**config.mk**
```make
export PLATFORM = sky130hd
export DESIGN_NAME = regfile_sb
export DESIGN_NICKNAME = d
export VERILOG_FILES = /design/src/rtl/regfile_sb.sv
export SDC_FILE = /design/constraint.sdc
export NUM_CORES = 1
export LEC_CHECK = 0
export BUFFER_PORTS_ARGS = -buffer_cell sky130_fd_sc_hd__buf_2
export CAP_MARGIN = 0
export CORE_MARGIN = 3
export CORE_UTILIZATION = 40
export DETAILED_ROUTE_END_ITERATION = 10
export GPL_TIMING_DRIVEN = 0
export HOLD_SLACK_MARGIN = 0.1
export PLACE_DENSITY = 0.55
export SLEW_MARGIN = 20
export SYNTH_ARGS = -nofsm -noshare
export SYNTH_HDL_FRONTEND = slang
export SYNTH_SLANG_ARGS = --single-unit
```
**constraint.sdc**
```tcl
create_clock -name clk -period 4.6 [get_ports clk]
set_clock_uncertainty 0.05 [all_clocks]
set_input_delay 0 -clock clk [delete_from_list [all_inputs] [get_ports clk]]
set_output_delay 0 -clock clk [all_outputs]
set_load 0.01 [all_outputs]
```
**src/rtl/regfile_sb.sv**
```systemverilog
// regfile_sb: integer register file with post-reset clear sequencer
// and per-register busy scoreboard for decode hazard stalls.
//
// Ports:
//   clk, rst      clock; asynchronous active-low reset
//   ready         high once every register has been cleared
//   rd_valid/addr NUM_RD packed read ports -> rd_data, rd_busy
//   wr_en/addr/data  single posedge write port (x0 discarded)
//   alloc_en/addr mark a register as awaiting a producer
//   flush         clear every busy bit
module regfile_sb #(
  parameter int XLEN   = 32,
  parameter int NREGS  = 32,
  parameter int ADDR_W = $clog2(NREGS),
  parameter int NUM_RD = 2,
  parameter bit BYPASS = 1'b1
) (
  input  logic                     clk,
  input  logic                     rst,
  output logic                     ready,
  input  logic [NUM_RD-1:0]        rd_valid,
  input  logic [NUM_RD*ADDR_W-1:0] rd_addr,
  output logic [NUM_RD*XLEN-1:0]   rd_data,
  output logic [NUM_RD-1:0]        rd_busy,
  input  logic                     wr_en,
  input  logic [ADDR_W-1:0]        wr_addr,
  input  logic [XLEN-1:0]          wr_data,
  input  logic                     alloc_en,
  input  logic [ADDR_W-1:0]        alloc_addr,
  input  logic                     flush
);

  typedef enum logic {
    CLEAR = 1'b0,
    READY = 1'b1
  } state_t;

  localparam logic [ADDR_W-1:0] LAST = ADDR_W'(NREGS - 1);

  state_t            state, state_nxt;
  logic [ADDR_W-1:0] clr_ptr, clr_ptr_nxt;
  logic [XLEN-1:0]   regs [NREGS];
  logic [NREGS-1:0]  busy, busy_nxt;
  logic              wr_ok;
  logic              alloc_ok;
  logic [ADDR_W-1:0] ra;
  logic              fwd;

  always_ff @(posedge clk or negedge rst) begin
    if (!rst) begin
      state   <= CLEAR;
      clr_ptr <= '0;
      busy    <= '0;
    end else begin
      state   <= state_nxt;
      clr_ptr <= clr_ptr_nxt;
      busy    <= busy_nxt;
    end
  end

  always_comb begin
    state_nxt   = state;
    clr_ptr_nxt = clr_ptr;
    ready       = 1'b0;
    unique case (state)
      CLEAR: begin
        clr_ptr_nxt = clr_ptr + ADDR_W'(1);
        if (clr_ptr == LAST) begin
          state_nxt   = READY;
          clr_ptr_nxt = '0;
        end
      end
      READY: begin
        ready = 1'b1;
      end
      default: begin
        state_nxt = CLEAR;
      end
    endcase
  end

  assign wr_ok    = ready && wr_en && (wr_addr != '0);
  assign alloc_ok = ready && alloc_en && (alloc_addr != '0);

  // Array is not reset: the sequencer zeroes it one entry per cycle.
  always_ff @(posedge clk) begin
    if (!ready) begin
      regs[clr_ptr] <= '0;
    end else if (wr_ok) begin
      regs[wr_addr] <= wr_data;
    end
  end

  // Alloc applied after write-clear so a new producer wins a tie.
  always_comb begin
    busy_nxt = busy;
    if (ready) begin
      if (flush) begin
        busy_nxt = '0;
      end else begin
        if (wr_ok)    busy_nxt[wr_addr]    = 1'b0;
        if (alloc_ok) busy_nxt[alloc_addr] = 1'b1;
      end
    end
    busy_nxt[0] = 1'b0;
  end

  always_comb begin
    rd_data = '0;
    rd_busy = '0;
    ra      = '0;
    fwd     = 1'b0;
    for (int i = 0; i < NUM_RD; i++) begin
      ra  = rd_addr[i*ADDR_W +: ADDR_W];
      fwd = BYPASS && wr_ok && (wr_addr == ra);
      if (ready && rd_valid[i] && (ra != '0)) begin
        rd_data[i*XLEN +: XLEN] = fwd ? wr_data : regs[ra];
        rd_busy[i]              = busy[ra] && !fwd;
      end
    end
  end

endmodule

```
==> reports/metrics.yaml <==
status: "finished, final reports clean"
dp.cells: 4527
synth_seq_cells: 1061
arrival_ns: 4.26
async_reset_ff_frac: 0.0349
finalHoldViolations: 0
final_cells: 4802
antenna_found_initial: 12
h-tree-depth: 3
clock-root-buffer: "clkbuf_16"
io_pins: 126
ir_drop_uv: 280
cp-start-kind: "register"
syn_nets: 2772
die_area_mm2: 0.130
hpwl_mm: 127
dr.pass1.iters: 7
muxShareOfSynthArea: 0.259
cp_max_fo: 10
wl_per_cell_um: 37.1
die_w_um: 361
slowest_delay_ns: 0.82
crit_path_top_delay_cell: "clkbuf_1"
drive_above_1_share: 0.313
ys_types: 53
vias_per_cell: 6.65
wl_mm: 178
required_ns: 4.55
slew_viol_final: 0
nNetsFinal: 3130
path_buf_inv: 3
slew_headroom: 0.196
gp_congestion: 0.916
num_vias: 31900
die_y_um: 361
syn_area_mm2: 0.0503
clkLatencyLatePin_ns: 0.69
grt.total_usage: 0.270
synth_top_family_by_area: "multiplexers"
period_share: 0.937
hold_class: "in -> reg"
cts-resized-gates: 0
start_util: 0.405
clockBufferDepth: 3
drc: 0
grt_pass1_vias: 33000
leakage_nw: 20.7
post-cts-setup-buffers: 0
critPathCaptureType: "output port"
numCtsBuffers: 114
powerDensity_mw_per_mm2: 369
ys_seq_area_frac: 0.630
synthCells: 2711
final_antenna_net_count: 0
synth_edf_count: 1024
clk_pin_slew_ns: 0.06
synth_fa_ha_area_frac: 0.000497
grt_overflow_total: 0
hold_ws_ns: 0.102
synth_top_flop_cell: "edfxtp_1"
cts_tree: "done"
crit_type: "reg -> out"
final-setup-viol-count: 0
io_buffers: 114
rows: 129
final_util: 0.475
cts_sinks: 1061
crit_top_cell: "buf_2"
grt_max_degree: 38
area_delta_synth_final_pct: 17.4
rsz0062_at_grt: "no"
grt_pass1_wl_mm: 247
post_synth_xor_area_fraction: 0.00174
min_period_ns: 4.31
worst_slew_pin_slew_ns: 1.21
path_cells: "nand2_1, a21o_1, buf_2, o311ai_2, clkbuf_1, nor3_1, a221o_1, buf_2"
core_area_mm2: 0.124
maxCapViolCount: 0
drtIter0Drc: 3983
synth_warnings: 0
path_delay_family: "compound AO/OA/AOI/OAI gates"
hold_buffers: 37
synth_area_per_cell_um2: 18.6
synth_compound_area_frac: 0.0650
max_clock_freq_mhz: 232
synth-simple-area-share: 0.0233
==> final timing paths <==
check	to	startpoint	slack (ns)	depth (start not counted)
worst max-delay path	rd_data[50]	state	0.29	8
worst min-delay path	regs[22][1]	wr_data[1]	0.10	2
worst max register to register	regs[7][26]	state	1.28	5
worst min register to register	busy[4]	busy[4]	0.49	2
max in group asynchronous	busy[8]	rst	3.96	4
min in group asynchronous	busy[15]	rst	0.33	4
==> flip-flops by register name, indices dropped and copies added, names as in the netlist <==
register,cells
state,1
busy,31
clr_ptr,5
regs,1024
==> worst reg2reg max path: stages, from the launching register on <==
cell	delay [ns]
dfrtp_1	0.43
nand2_1	0.18
a21oi_1	0.19
clkbuf_1	0.55
clkbuf_1	0.79
and2_2	0.81
==> where the power goes <==
part	internal [mW]	switching, mW	leakage (nW)
logic	0.692	1.28	7.76
registers	10.6	0.00744	11.1
clock network	5.37	3.84	1.80
total	16.7	5.12	20.7
==> synthesized netlist by cell type (14+ instances only) <==
cell type  instances  area share
dfrtp_1           37       0.018
buf_2             81      0.0081
o22ai_1           62      0.0077
a21oi_1          102       0.010
nor3_1            69      0.0069
o221ai_1         124       0.022
o21ai_0           61      0.0061
a221o_1           62       0.012
nand2_1           17      0.0013
nor2_1            49      0.0037
buf_4             14      0.0021
mux2i_1          265       0.053
mux4_2           458        0.21
clkbuf_1         117      0.0087
edfxtp_1        1024        0.61
and2_1            35      0.0044
==> logic make-up (layout without fill, tap and decap cells) <==
logic type	Yosys count	in the layout
other cells	0	3
flops	1061	1061
simple gates	222	222
xor+xnor	10	10
compound gates	454	454
fa+ha+maj	2	2
mux	727	727
buf+inv	235	686
==> per-layer routing <==
metal  share of wire  track usage  routed length, um  up-vias
li1                -            -                  -    12600
met1            0.38        0.348              67200    17100
met2            0.49        0.446              86900     1895
met3           0.095       0.0626              16900      395
met4           0.040        0.105               7140        6
met5         0.00025            0                 44        -
==> stage by stage <==
step	setup slack, ns	TNS [ns]	area (um^2)	power, mW
final	0.288	0	59100	21.8
after global routing	0.210	0	59100	22.4
after CTS	0.377	0	58800	21.9
after detailed placement	0.716	0	54700	12.7
after global placement	-1.78	-1377.96	52900	12.7
after floorplan	1.32	0	50300	11.9
==> layout by cell type, fill, tap and decap left out, types with 4 or more instances in the layout <==
cell              n
xnor2_1          10
nor3b_1           4
o211ai_1          6
clkinv_1         24
o21ai_0          61
buf_2           195
clkinvlp_4        4
buf_4            15
nor2b_1           9
mux2i_1         265
a21oi_1         100
o221ai_1        124
bufinv_16        13
nor2_4           32
a221o_1          62
and3_1            5
dlygate4sd3_1    62
inv_1             6
o22ai_1          62
a22oi_1           4
and2_2           32
nand3_1           7
clkbuf_2          9
mux2_2            4
edfxtp_1       1024
nor2_1           17
a221oi_1          6
buf_6             7
clkbuf_1        135
buf_12           33
clkinv_2         21
buf_1             9
a211oi_1          8
clkbuf_16       116
buf_16           27
dfrtp_1          37
nor3_1           69
nand2_1          17
mux4_2          458
==> cell type report <==
cell class,instances,area [um^2]
Antenna cell,3,7.51
Buffer,227,1050
Clock buffer,145,3040
Clock inverter,64,653
Fill cell,10400,65200
Inverter,8,30.0
Multi-Input combinational cell,1415,17900
Sequential cell,1061,31700
Tap cell,1637,2050
Timing Repair Buffer,242,2670
Power figures use the tool's default switching activity.
